<file path="src/rtl/npc_seq_ctrl.sv">
// npc_seq_ctrl: multi-cycle instruction sequencer FETCH -> DECODE -> EXEC -> [MEM] -> WB, with HALT/ERR terminals.
// Define NPC_SEQ_TIMEOUT_EN to bound FETCH/MEM waits by TIMEOUT_CYCLES; otherwise waits are unbounded and err is 0.
module npc_seq_ctrl #(
    parameter logic [31:0] RESET_PC       = 32'h8000_0000
`ifdef NPC_SEQ_TIMEOUT_EN
    ,
    parameter logic [7:0]  TIMEOUT_CYCLES = 8'd255
`endif
) (
    input  logic        clk,
    input  logic        rst,
    output logic        ifu_req,
    output logic [31:0] ifu_addr,
    input  logic        ifu_rvalid,
    input  logic [31:0] ifu_rdata,
    output logic [31:0] inst,
    input  logic        dec_stop,
    input  logic        dec_memtoreg,
    output logic        lsu_req,
    input  logic        lsu_done,
    input  logic [31:0] next_pc,
    output logic [31:0] pc,
    output logic        rf_wen,
    output logic        halt,
    output logic        err,
    output logic [2:0]  state
);

    typedef enum logic [2:0] {
        S_FETCH  = 3'd0,
        S_DECODE = 3'd1,
        S_EXEC   = 3'd2,
        S_MEM    = 3'd3,
        S_WB     = 3'd4,
        S_HALT   = 3'd5,
        S_ERR    = 3'd6
    } state_t;

    state_t state_q;
    state_t state_d;
    logic   fetch_hs;
    logic   mem_hs;
    logic   timeout;

    assign fetch_hs = (state_q == S_FETCH) && ifu_rvalid;
    assign mem_hs   = (state_q == S_MEM) && lsu_done;

`ifdef NPC_SEQ_TIMEOUT_EN
    logic [7:0] wait_cnt;

    // Counter holds cycles already waited, so the limit cycle is the TIMEOUT_CYCLES-th wait cycle.
    assign timeout = (wait_cnt == TIMEOUT_CYCLES - 8'd1);
    assign err     = (state_q == S_ERR);

    always_ff @(posedge clk) begin
        if (rst) begin
            wait_cnt <= 8'd0;
        end else if ((state_q == S_FETCH && !fetch_hs) || (state_q == S_MEM && !mem_hs)) begin
            wait_cnt <= wait_cnt + 8'd1;
        end else begin
            wait_cnt <= 8'd0;
        end
    end
`else
    assign timeout = 1'b0;
    assign err     = 1'b0;
`endif

    always_ff @(posedge clk) begin
        if (rst) begin
            state_q <= S_FETCH;
        end else begin
            state_q <= state_d;
        end
    end

    // A handshake is tested before the timeout so a same-cycle arrival wins.
    always_comb begin
        state_d = state_q;
        case (state_q)
            S_FETCH: begin
                if (ifu_rvalid)   state_d = S_DECODE;
                else if (timeout) state_d = S_ERR;
            end
            S_DECODE: state_d = dec_stop ? S_HALT : S_EXEC;
            S_EXEC:   state_d = dec_memtoreg ? S_MEM : S_WB;
            S_MEM: begin
                if (lsu_done)     state_d = S_WB;
                else if (timeout) state_d = S_ERR;
            end
            S_WB:     state_d = S_FETCH;
            S_HALT:   state_d = S_HALT;
            S_ERR:    state_d = S_ERR;
            default:  state_d = S_FETCH;
        endcase
    end

    always_comb begin
        ifu_req = 1'b0;
        lsu_req = 1'b0;
        rf_wen  = 1'b0;
        halt    = 1'b0;
        case (state_q)
            S_FETCH:       ifu_req = 1'b1;
            S_MEM:         lsu_req = 1'b1;
            S_WB:          rf_wen  = 1'b1;
            S_HALT, S_ERR: halt    = 1'b1;
            default: ;
        endcase
    end

    always_ff @(posedge clk) begin
        if (rst) begin
            pc   <= RESET_PC;
            inst <= 32'd0;
        end else begin
            if (fetch_hs)        inst <= ifu_rdata;
            if (state_q == S_WB) pc   <= next_pc;
        end
    end

    assign ifu_addr = pc;
    assign state    = state_q;

endmodule

</file>
<file path="config.mk">
export PLATFORM = sky130hd
export DESIGN_NAME = npc_seq_ctrl
export DESIGN_NICKNAME = d
export VERILOG_FILES = /design/src/rtl/npc_seq_ctrl.sv
export SDC_FILE = /design/constraint.sdc
export NUM_CORES = 1
export LEC_CHECK = 0
export ABC_CLOCK_PERIOD_IN_PS = 1800
export CAP_MARGIN = 25
export CORE_UTILIZATION = 30
export CTS_CLUSTER_DIAMETER = 40
export DETAILED_ROUTE_END_ITERATION = 10
export GPL_ROUTABILITY_DRIVEN = 0
export PLACE_DENSITY = 0.65
export SLEW_MARGIN = 20
export SYNTH_ARGS = -nofsm -noshare
export SYNTH_HDL_FRONTEND = slang
export SYNTH_SLANG_ARGS = --single-unit
</file>
<file path="constraint.sdc">
create_clock -name clk -period 1.8 [get_ports clk]
set_clock_uncertainty 0.1 [all_clocks]
set_input_delay 0.36 -clock clk [delete_from_list [all_inputs] [get_ports clk]]
set_output_delay 0.36 -clock clk [all_outputs]
set_load 0.03 [all_outputs]
</file>
==> out/qor.yml <==
run_status:
  status: "finished with violations"
  violations: "design-rule violations"
worst_setup_path:
  r2r-end: "inst[3]"
  startpoint_type: "flop"
  critPathLaunch: "state[1]"
  cp.arrival_ns: 1.29
  cp_max_fo: 7
  endpoint: "rf_wen"
  max_stage_delay_ns: 0.40
  rrSetupSlack_ns: 0.19
  path_depth: 3
  critPathBufInv: 2
  crit_type: "reg2out"
  reg2reg_depth: 5
  r2r_start: "state[2]"
  cp-end-kind: "primary output"
  crit_slowest_cell: "or3b_4"
  critPathTopFamily: "simple AND/OR/NAND/NOR gates"
  required_ns: 1.34
  worstPathCellList: "or3b_4, inv_4, buf_12"
placement:
  placed_cells: 582
  dp_hpwl_um: 5420
  port_buffers: 172
clocking:
  clock_latency_ns: 0.32
  ctsHoldBuffers: 0
  htree_levels: 3
  path_clk_slew_ns: 0.06
  cts_made_buffers: 9
  tritoncts: "yes"
  cts_max_path_buffers: 2
  cts-root-buf: "clkbuf_8"
  cts_sinks: 67
power_and_ir_drop:
  power_mw: 5.29
  switching_share_pct: 35.0
  power_frac_comb_pct: 37.2
  p_switching_mw: 1.85
  p_leak_nw: 2.13
  p_clk_share_pct: 28.4
  peakVddDrop_mv: 0.462
  seqPwrFrac_pct: 34.4
  cellPowerDensity_nw_per_um2: 1170
  p_int_mw: 3.44
hold_path:
  min-delay-path-class: "in2reg"
yosys:
  synth_seq_area_share_pct: 48.8
  yosysWarnings: 0
  ys_types: 29
  avgSynthCellArea_um2: 7.95
  ys_ff_latch: 67
  syn-cell-area_um2: 2750
  syn_inst: 346
  syn-num-nets: 416
floorplan:
  die_w_um: 97.7
  start_util_pct: 31.2
  io_pins: 174
  row_count: 34
  die_h_um: 97.7
  dieArea_um2: 9550
  coreArea_um2: 8810
global_route:
  overflow: 0
  antenna_found_initial: 0
  grt_pass1_wl_um: 12300
  grt_usage_pct: 15.9
  grt_max_degree: 36
  grt_pass1_vias: 2546
drt:
  wirelength_um: 7500
  ant_nets: 0
  wl_met3_um: 695
  wl_met2_um: 3610
  avgViaCountPerCell: 4.42
  first_pass_iters: 7
  met1_length_um: 3130
  first_iter_violations: 87
  post_drt_wl_per_cell_um: 12.5
  top_layer: "met4"
  vias: 2655
  drc: 28
timing:
  slew_viol_final: 0
  setup_viol: 0
  period_share_pct: 97.4
  max_clock_freq_mhz: 570
  hold_violations: 0
  rsz0062_at_grt: "yes"
  finalCriticalPeriod_ns: 1.75
  finalHoldWorstSlack_ns: 0.188
finish:
  multiInputGateArea_um2: 1020
  fin_cells: 601
  final_util_pct: 51.3
  register_area_um2: 1350
  fillers: 899
  drive_gt1_share_pct: 10.1
  areaGrowthSynthToFinish_pct: 64.3
  n_antenna_cell: 0
  nets: 558
run:
  maxCapViolations: 0
-- power by group through the flow --
stage                     clock network, mW  logic, mW  registers (mW)
final                                  1.50       1.97            1.82
after global routing                   1.62       2.12            1.85
after CTS                              1.56       1.97            1.82
after detailed placement                  0       2.08            1.87
after global placement                    0       2.06            1.86
after floorplan                           0      0.937            2.23
-- stage by stage --
| step | setup TNS [ns] | setup WS [ns] | area [µm²] |
|---|---|---|---|
| after floorplan | 0 | 0.0198 | 2750 |
| after global placement | -2.03 | -0.0755 | 4330 |
| after detailed placement | -2.34 | -0.101 | 4330 |
| after CTS | 0 | 0.000787 | 4490 |
| after global routing | -0.0100 | -0.00954 | 4520 |
| final | 0 | 0.0466 | 4520 |
-- worst min path at each step --
stage                   from           end  cells after the start
floorplan                rst  ifu_addr[31]                      2
global placement    inst[14]      inst[14]                      2
detailed placement  inst[30]      inst[30]                      2
CTS                      rst      state[1]                      2
global route             rst      state[1]                      2
finish                   rst      state[1]                      2
-- area by class of cell --
cell class	count	share of cell area, %
repair buffers	188	38.8
clock inverters	5	2.22
flip-flops and latches	67	29.9
well taps	108	2.99
clock buffers	11	3.13
multi-input cells	218	22.6
inverters	4	0.388
-- kinds of logic (layout without fill, tap and decap cells) --
logic type             count (synthesis)  after routing  synth area share (%)
XOR/XNOR                               1              1                 0.319
multiplexers                           1              1                 0.409
AO/OA/AOI/OAI                         72             72                  13.9
flip-flops                            67             67                  48.8
buffers and inverters                 61            208                  15.0
AND/OR/NAND/NOR                      143            143                  21.5
other                                  1              1                 0.136
-- cells in the mapped netlist --
cell type,number,area (µm²)
nand2_1,128,480
dfxtp_1,67,1340
a21oi_1,65,325
buf_4,33,248
clkbuf_1,10,37.5
buf_2,8,40.0
nor2_1,4,15.0
buf_8,3,45.0
inv_1,3,11.3
a22o_1,2,17.5
and2_1,2,12.5
buf_6,2,22.5
nand3_1,2,10.0
nor2b_1,2,12.5
a221oi_1,1,8.76
and2b_1,1,7.51
buf_1,1,3.75
conb_1,1,3.75
inv_2,1,3.75
mux2_2,1,11.3
nor4b_4,1,23.8
o2111a_1,1,11.3
o211ai_1,1,7.51
o21ai_0,1,5.00
o21bai_1,1,7.51
or2_2,1,6.26
or3b_1,1,8.76
or4b_4,1,13.8
xor2_1,1,8.76
-- per-layer routing --
layer,vias up,global-route usage (%)
met1,1184,18.3
met2,109,27.0
met4,0,5.71
met5,-,0
met3,6,6.01
li1,1356,-
-- worst register-to-register path, cell delays in order (launching register included) --
cell and delay (ns):
dfxtp_4 0.35, buf_4 0.15, or4b_4 0.55, buf_12 0.18
nand2_1 0.09, a21oi_1 0.07
-- repair_timing --
action / 4_1_cts / 5_1_grt
resized for setup: 108 / 7
pin swaps: 0 / 0
setup buffers: 3 / 0
setup endpoints to repair: 103 / 3
-- flip-flops by register name, indices dropped and copies added (netlist names) --
name and cells:
ifu_addr 32, state 3, inst 32
-- placed cells by master (no fill, tap or decap), types with 3 or more instances in the layout --
master and instances:
a21oi_1 65, buf_12 3, buf_4 14, buf_6 3, bufinv_16 3, clkbuf_8 10
clkdlybuf4s50_1 68, dfxtp_1 64, dfxtp_4 3, dlygate4sd2_1 99, inv_1 3, nand2_1 128
nor2_1 3
No activity file was read; power rests on OpenSTA's default activity.
